## config.mk

```make
export PLATFORM = sky130hd
export DESIGN_NAME = stack_ram_ctrl
export DESIGN_NICKNAME = d
export VERILOG_FILES = /design/src/rtl/stack_ram_pkg.sv /design/src/rtl/stack_ram_ctrl.sv
export SDC_FILE = /design/constraint.sdc
export NUM_CORES = 1
export LEC_CHECK = 0
export BUFFER_PORTS_ARGS = -buffer_cell sky130_fd_sc_hd__buf_2
export CAP_MARGIN = 20
export CORE_MARGIN = 2
export CORE_UTILIZATION = 40
export CTS_CLUSTER_SIZE = 10
export DETAILED_ROUTE_END_ITERATION = 7
export GPL_TIMING_DRIVEN = 0
export PLACE_DENSITY = 0.71
export REMOVE_ABC_BUFFERS = 1
export SLEW_MARGIN = 0
export SYNTH_ARGS = -nofsm -noshare
export SYNTH_HDL_FRONTEND = slang
export SYNTH_SLANG_ARGS = --single-unit
```

## constraint.sdc

```tcl
create_clock -name i_clk -period 1.8 [get_ports i_clk]
set_input_delay 0.36 -clock i_clk [delete_from_list [all_inputs] [get_ports i_clk]]
set_output_delay 0.36 -clock i_clk [all_outputs]
set_load 0.01 [all_outputs]
```

## src/rtl/stack_ram_pkg.sv

```systemverilog
// stack_ram_pkg
// Shared definitions for the stack RAM controller: FSM state encodings and
// the default data/address widths matching the 32x8 RAM instance.
package stack_ram_pkg;

  localparam int DEF_N = 8;  // data width, must match the RAM's n
  localparam int DEF_A = 5;  // address width, stack depth is 2**A

  typedef enum logic [1:0] {
    IDLE  = 2'd0,
    WRITE = 2'd1,
    READ  = 2'd2,
    CAPT  = 2'd3
  } state_t;

endpackage

```

## src/rtl/stack_ram_ctrl.sv

```systemverilog
// stack_ram_ctrl
// Turns push/pop requests into WE/Address/D cycles on a sibling single-port
// RAM so the datapath can use it as a LIFO operand stack.
//
// Ports:
//   i_clk, i_clear_n         clock, asynchronous active-low reset
//   i_push, i_pop, i_din     request interface, sampled only while o_ready=1
//   o_ready                  idle and accepting a request
//   o_dout, o_dout_valid     last popped value, one-cycle update pulse
//   o_full, o_empty, o_count occupancy status (o_count equals the stack pointer)
//   o_error                  one-cycle pulse when a request is rejected
//   o_ram_we/o_ram_addr/o_ram_d  drive the RAM WE/Address/D
//   i_ram_q                  RAM Q (combinational or one-cycle registered)
module stack_ram_ctrl
  import stack_ram_pkg::*;
#(
  parameter int N = DEF_N,
  parameter int A = DEF_A
) (
  input  logic         i_clk,
  input  logic         i_clear_n,
  input  logic         i_push,
  input  logic         i_pop,
  input  logic [N-1:0] i_din,
  output logic         o_ready,
  output logic [N-1:0] o_dout,
  output logic         o_dout_valid,
  output logic         o_full,
  output logic         o_empty,
  output logic [A:0]   o_count,
  output logic         o_error,
  output logic         o_ram_we,
  output logic [A-1:0] o_ram_addr,
  output logic [N-1:0] o_ram_d,
  input  logic [N-1:0] i_ram_q
);

  localparam logic [A:0]   L_DEPTH    = {1'b1, {A{1'b0}}};
  localparam logic [A:0]   L_SP_ONE   = {{A{1'b0}}, 1'b1};
  localparam logic [A-1:0] L_ADDR_ONE = {{(A-1){1'b0}}, 1'b1};

  state_t         r_state, w_state_next;
  logic [A:0]     r_sp, w_sp_next;
  logic           r_ram_we, w_ram_we_next;
  logic [A-1:0]   r_ram_addr, w_ram_addr_next;
  logic [N-1:0]   r_ram_d, w_ram_d_next;
  logic [N-1:0]   r_dout, w_dout_next;
  logic           r_dout_valid, w_dout_valid_next;
  logic           r_error, w_error_next;
  logic           r_ready, r_full, r_empty;

  // State and all registered outputs. Async reset also drops r_ram_we at
  // once, so an interrupted WRITE never completes in the RAM.
  always_ff @(posedge i_clk or negedge i_clear_n) begin
    if (!i_clear_n) begin
      r_state      <= IDLE;
      r_sp         <= '0;
      r_ram_we     <= 1'b0;
      r_ram_addr   <= '0;
      r_ram_d      <= '0;
      r_dout       <= '0;
      r_dout_valid <= 1'b0;
      r_error      <= 1'b0;
      r_ready      <= 1'b1;
      r_full       <= 1'b0;
      r_empty      <= 1'b1;
    end else begin
      r_state      <= w_state_next;
      r_sp         <= w_sp_next;
      r_ram_we     <= w_ram_we_next;
      r_ram_addr   <= w_ram_addr_next;
      r_ram_d      <= w_ram_d_next;
      r_dout       <= w_dout_next;
      r_dout_valid <= w_dout_valid_next;
      r_error      <= w_error_next;
      // Status flags are derived from next-state values so they stay registered
      // yet change on the same edge as the state/pointer they describe.
      r_ready      <= (w_state_next == IDLE);
      r_full       <= (w_sp_next == L_DEPTH);
      r_empty      <= (w_sp_next == '0);
    end
  end

  always_comb begin
    w_state_next      = r_state;
    w_sp_next         = r_sp;
    w_ram_we_next     = 1'b0;
    w_ram_addr_next   = r_ram_addr;
    w_ram_d_next      = r_ram_d;
    w_dout_next       = r_dout;
    w_dout_valid_next = 1'b0;
    w_error_next      = 1'b0;
    case (r_state)
      IDLE: begin
        if (i_push && !i_pop && !r_full) begin
          // Next free slot is sp; the pointer advances only once WRITE ends.
          w_state_next    = WRITE;
          w_ram_we_next   = 1'b1;
          w_ram_addr_next = r_sp[A-1:0];
          w_ram_d_next    = i_din;
        end else if (i_pop && !i_push && !r_empty) begin
          // Top of stack is sp-1; occupancy drops immediately on acceptance.
          w_state_next    = READ;
          w_sp_next       = r_sp - L_SP_ONE;
          w_ram_addr_next = r_sp[A-1:0] - L_ADDR_ONE;
        end else if (i_push || i_pop) begin
          // Overflow, underflow or simultaneous push+pop: no operation.
          w_error_next = 1'b1;
        end
      end
      WRITE: begin
        w_state_next = IDLE;
        w_sp_next    = r_sp + L_SP_ONE;
      end
      READ: begin
        // Address held a second cycle so registered-Q RAMs also settle.
        w_state_next = CAPT;
      end
      CAPT: begin
        w_state_next      = IDLE;
        w_dout_next       = i_ram_q;
        w_dout_valid_next = 1'b1;
      end
      default: w_state_next = IDLE;
    endcase
  end

  assign o_ready      = r_ready;
  assign o_dout       = r_dout;
  assign o_dout_valid = r_dout_valid;
  assign o_full       = r_full;
  assign o_empty      = r_empty;
  assign o_count      = r_sp;
  assign o_error      = r_error;
  assign o_ram_we     = r_ram_we;
  assign o_ram_addr   = r_ram_addr;
  assign o_ram_d      = r_ram_d;

endmodule
```

==> results.ini <==
[status]
status = finished, violations left
violations = negative setup slack

[placed_design]
detailed_place_hpwl_um = 2320
gp_congestion = 0.856
dpl_cell_area_um2 = 1860
port_buffers = 52
dp.cells = 227

[clocking]
cts.clk_slew.worst_paths_ps = 70
cts_root_buffer = clkbuf_8
cts_tree = built
cts_buffer_depth = 2
clk_latency_ps = 280
cts_buffers = 5
clock_sinks = 35
h-tree-depth = 2
hold_buffers = 0

[floorplan]
core_um2 = 3720
io-pin-count = 53
initial_core_util = 0.421
die_h_um = 66.5
dieArea_um2 = 4430
die_width_um = 66.5
num_rows = 22

[sta]
fmax_mhz = 531
fin_crit_sh = 1.05
finClkSkew_ps = 3.85
slew_viol_final = 0
finalHoldViolCount = 0
rsz0062_at_grt = true
whs_ps = 141
worstMarginPinSlew_ps = 742
layout_setup_ws_ps = -84.9
max_slew_margin = 0.505
finalSetupViolCount = 3
fin_crit_ps = 1880
setup_tns_ps = -216

[synth]
yosys_warnings = 0
synth.avg_cell_area_um2 = 11.8
synth_edf_count = 0
synth_top_area_frac = 0.528
synthCells = 132
synthTopCellsByCount = dfrtp_1, mux2_2, nor2_1
synth-main-ff-cell = dfrtp_1
yosysTopAreaCell = dfrtp_1
synthDistinctLibCells = 35
synth_area_um2 = 1560
yosysMostFrequentCell = dfrtp_1
async_reset_ff_frac = 1.00
synth_area_leaders = dfrtp_1, mux2_2, dfstp_2
synth_seq_area_share = 0.562
ys_ff_latch = 35

[final_layout]
diodes = 0
design_area_um2 = 2180
final_util = 0.587
final_nets = 222
drive_gt1_frac = 0.547
final_cells = 249
areaGrowthSynthToFinish_pct = 39.4
nFillCells = 317

[setup_path]
worstPathCellList = buf_6 -> buf_4 -> or4_1 -> a311o_1 -> nor3_2
cp.arrival_ps = 2090
crit_path_end_kind = flip-flop
path_delay_family = simple AND/OR/NAND/NOR gates
reg2reg_to = o_empty
crit_buf_inv = 2
worstPathRequired_ps = 2010
r2r_start = o_count[0]
startpoint_type = flip-flop
cpPeakStageDelay_ps = 490
worst-setup-path-type = flip-flop to flip-flop
rrSetupSlack_ps = -80
reg2reg_depth = 5
cpMaxStageDelayCell = or4_1
critPathMaxFanout = 3

[detailed_routing]
antenna_left = 0
dr_wl_met3_um = 220
dr.pass1.iters = 4
wirelength_um = 3630
wl_met1_um = 1480
top_layer = met3
drt_iter0_markers = 50
num_vias = 1252
wl_met2_um = 1930
drc_errors = 0
via_per_inst = 5.03
routedWlPerCell_um = 14.6

[global_route]
overflow = 0
grt_max_degree = 36
antenna_found_initial = 0
grt_pass1_wl_um = 5550
grt_usage = 0.165
first_global_vias = 1180

[pwr]
p_per_area_nw_per_um2 = 1890
switchingPower_mw = 1.56
p_sw_frac = 0.377
pwr-share-clk = 0.167
sequentialPowerShare = 0.373
p_comb_frac = 0.460
p_leak_nw = 1.01
p_int_mw = 2.57
peakVddDrop_mv = 1.06

[job]
drv_cap = 0

[worst_hold_path]
hp-class = input port to asynchronous set/reset pin

-- cell type report --
class	count	area, um2	area share
inverter	4	17.5	0.00803
sequential	35	883	0.405
multi-input combinational	88	727	0.333
tap	48	60.1	0.0275
clock inverter	3	43.8	0.0201
clock buffer	5	68.8	0.0316
timing repair buffer	66	380	0.174
-- stage by stage --
step                      setup slack, ps  power [mW]
after floorplan                      -121        2.40
after global placement               -378        2.93
after detailed placement             -318        3.00
after CTS                           -1.50        4.01
after global routing                 -170        4.41
final                               -84.9        4.12
-- power groups by stage --
stage | logic [mW] | clock network [mW] | registers (mW)
6_report | 1.90 | 0.687 | 1.54
5_1_grt | 2.07 | 0.748 | 1.59
4_1_cts | 1.79 | 0.709 | 1.51
3_5_place_dp | 1.45 | 0 | 1.55
3_3_place_gp | 1.41 | 0 | 1.52
2_1_floorplan | 0.751 | 0 | 1.65
-- flip-flops by register name, indices dropped and copies added (netlist names) --
signal	flops
o_ready	1
o_ram_addr	5
o_dout_valid	1
o_full	1
o_ram_d	8
o_ram_we	1
o_empty	1
o_dout	8
o_count	6
o_error	1
r_state	2
-- worst max-delay path by stage --
stage,startpoint,endpoint,slack [ps],cells past startpoint
floorplan,o_count[0],o_empty,-120,7
global placement,o_count[0],o_full,-380,7
detailed placement,o_count[0],o_full,-320,7
CTS,o_count[1],o_full,-1,7
global route,o_count[0],o_empty,-170,7
finish,o_count[0],o_empty,-80,5
-- per-layer routing --
layer  GRT usage  up-vias
met4      0.0153        0
met3      0.0557        0
met5           0        -
li1            -      601
met2       0.283       53
met1       0.210      598
-- cell families after synthesis --
logic type | synth area share
AOI/OAI and AO/OA | 0.0712
xor gates and xnor gates | 0.0504
adders and majority gates | 0.0160
buffers and inverters | 0.0248
DFF | 0.562
muxes | 0.115
and+or+nand+nor | 0.161
-- cells in the final DEF, fill, tap and decap left out, drive strengths merged, types with 3 or more instances in the layout --
cell type,n
nor2,12
o21ai,8
a21oi,3
buf,66
nand2,9
nor2b,3
nor3,5
clkbuf,5
dfrtp,33
xor2,4
inv,4
mux2,16
xnor2,5
-- timing repair --
| action | 4_1_cts | 5_1_grt |
|---|---|---|
| setup buffers | 14 | 0 |
| pin swaps | 8 | 9 |
| resized for setup | 14 | 11 |
| endpoints found under the setup margin | 6 | 3 |
Note: power is estimated with default switching activity, not from simulation.
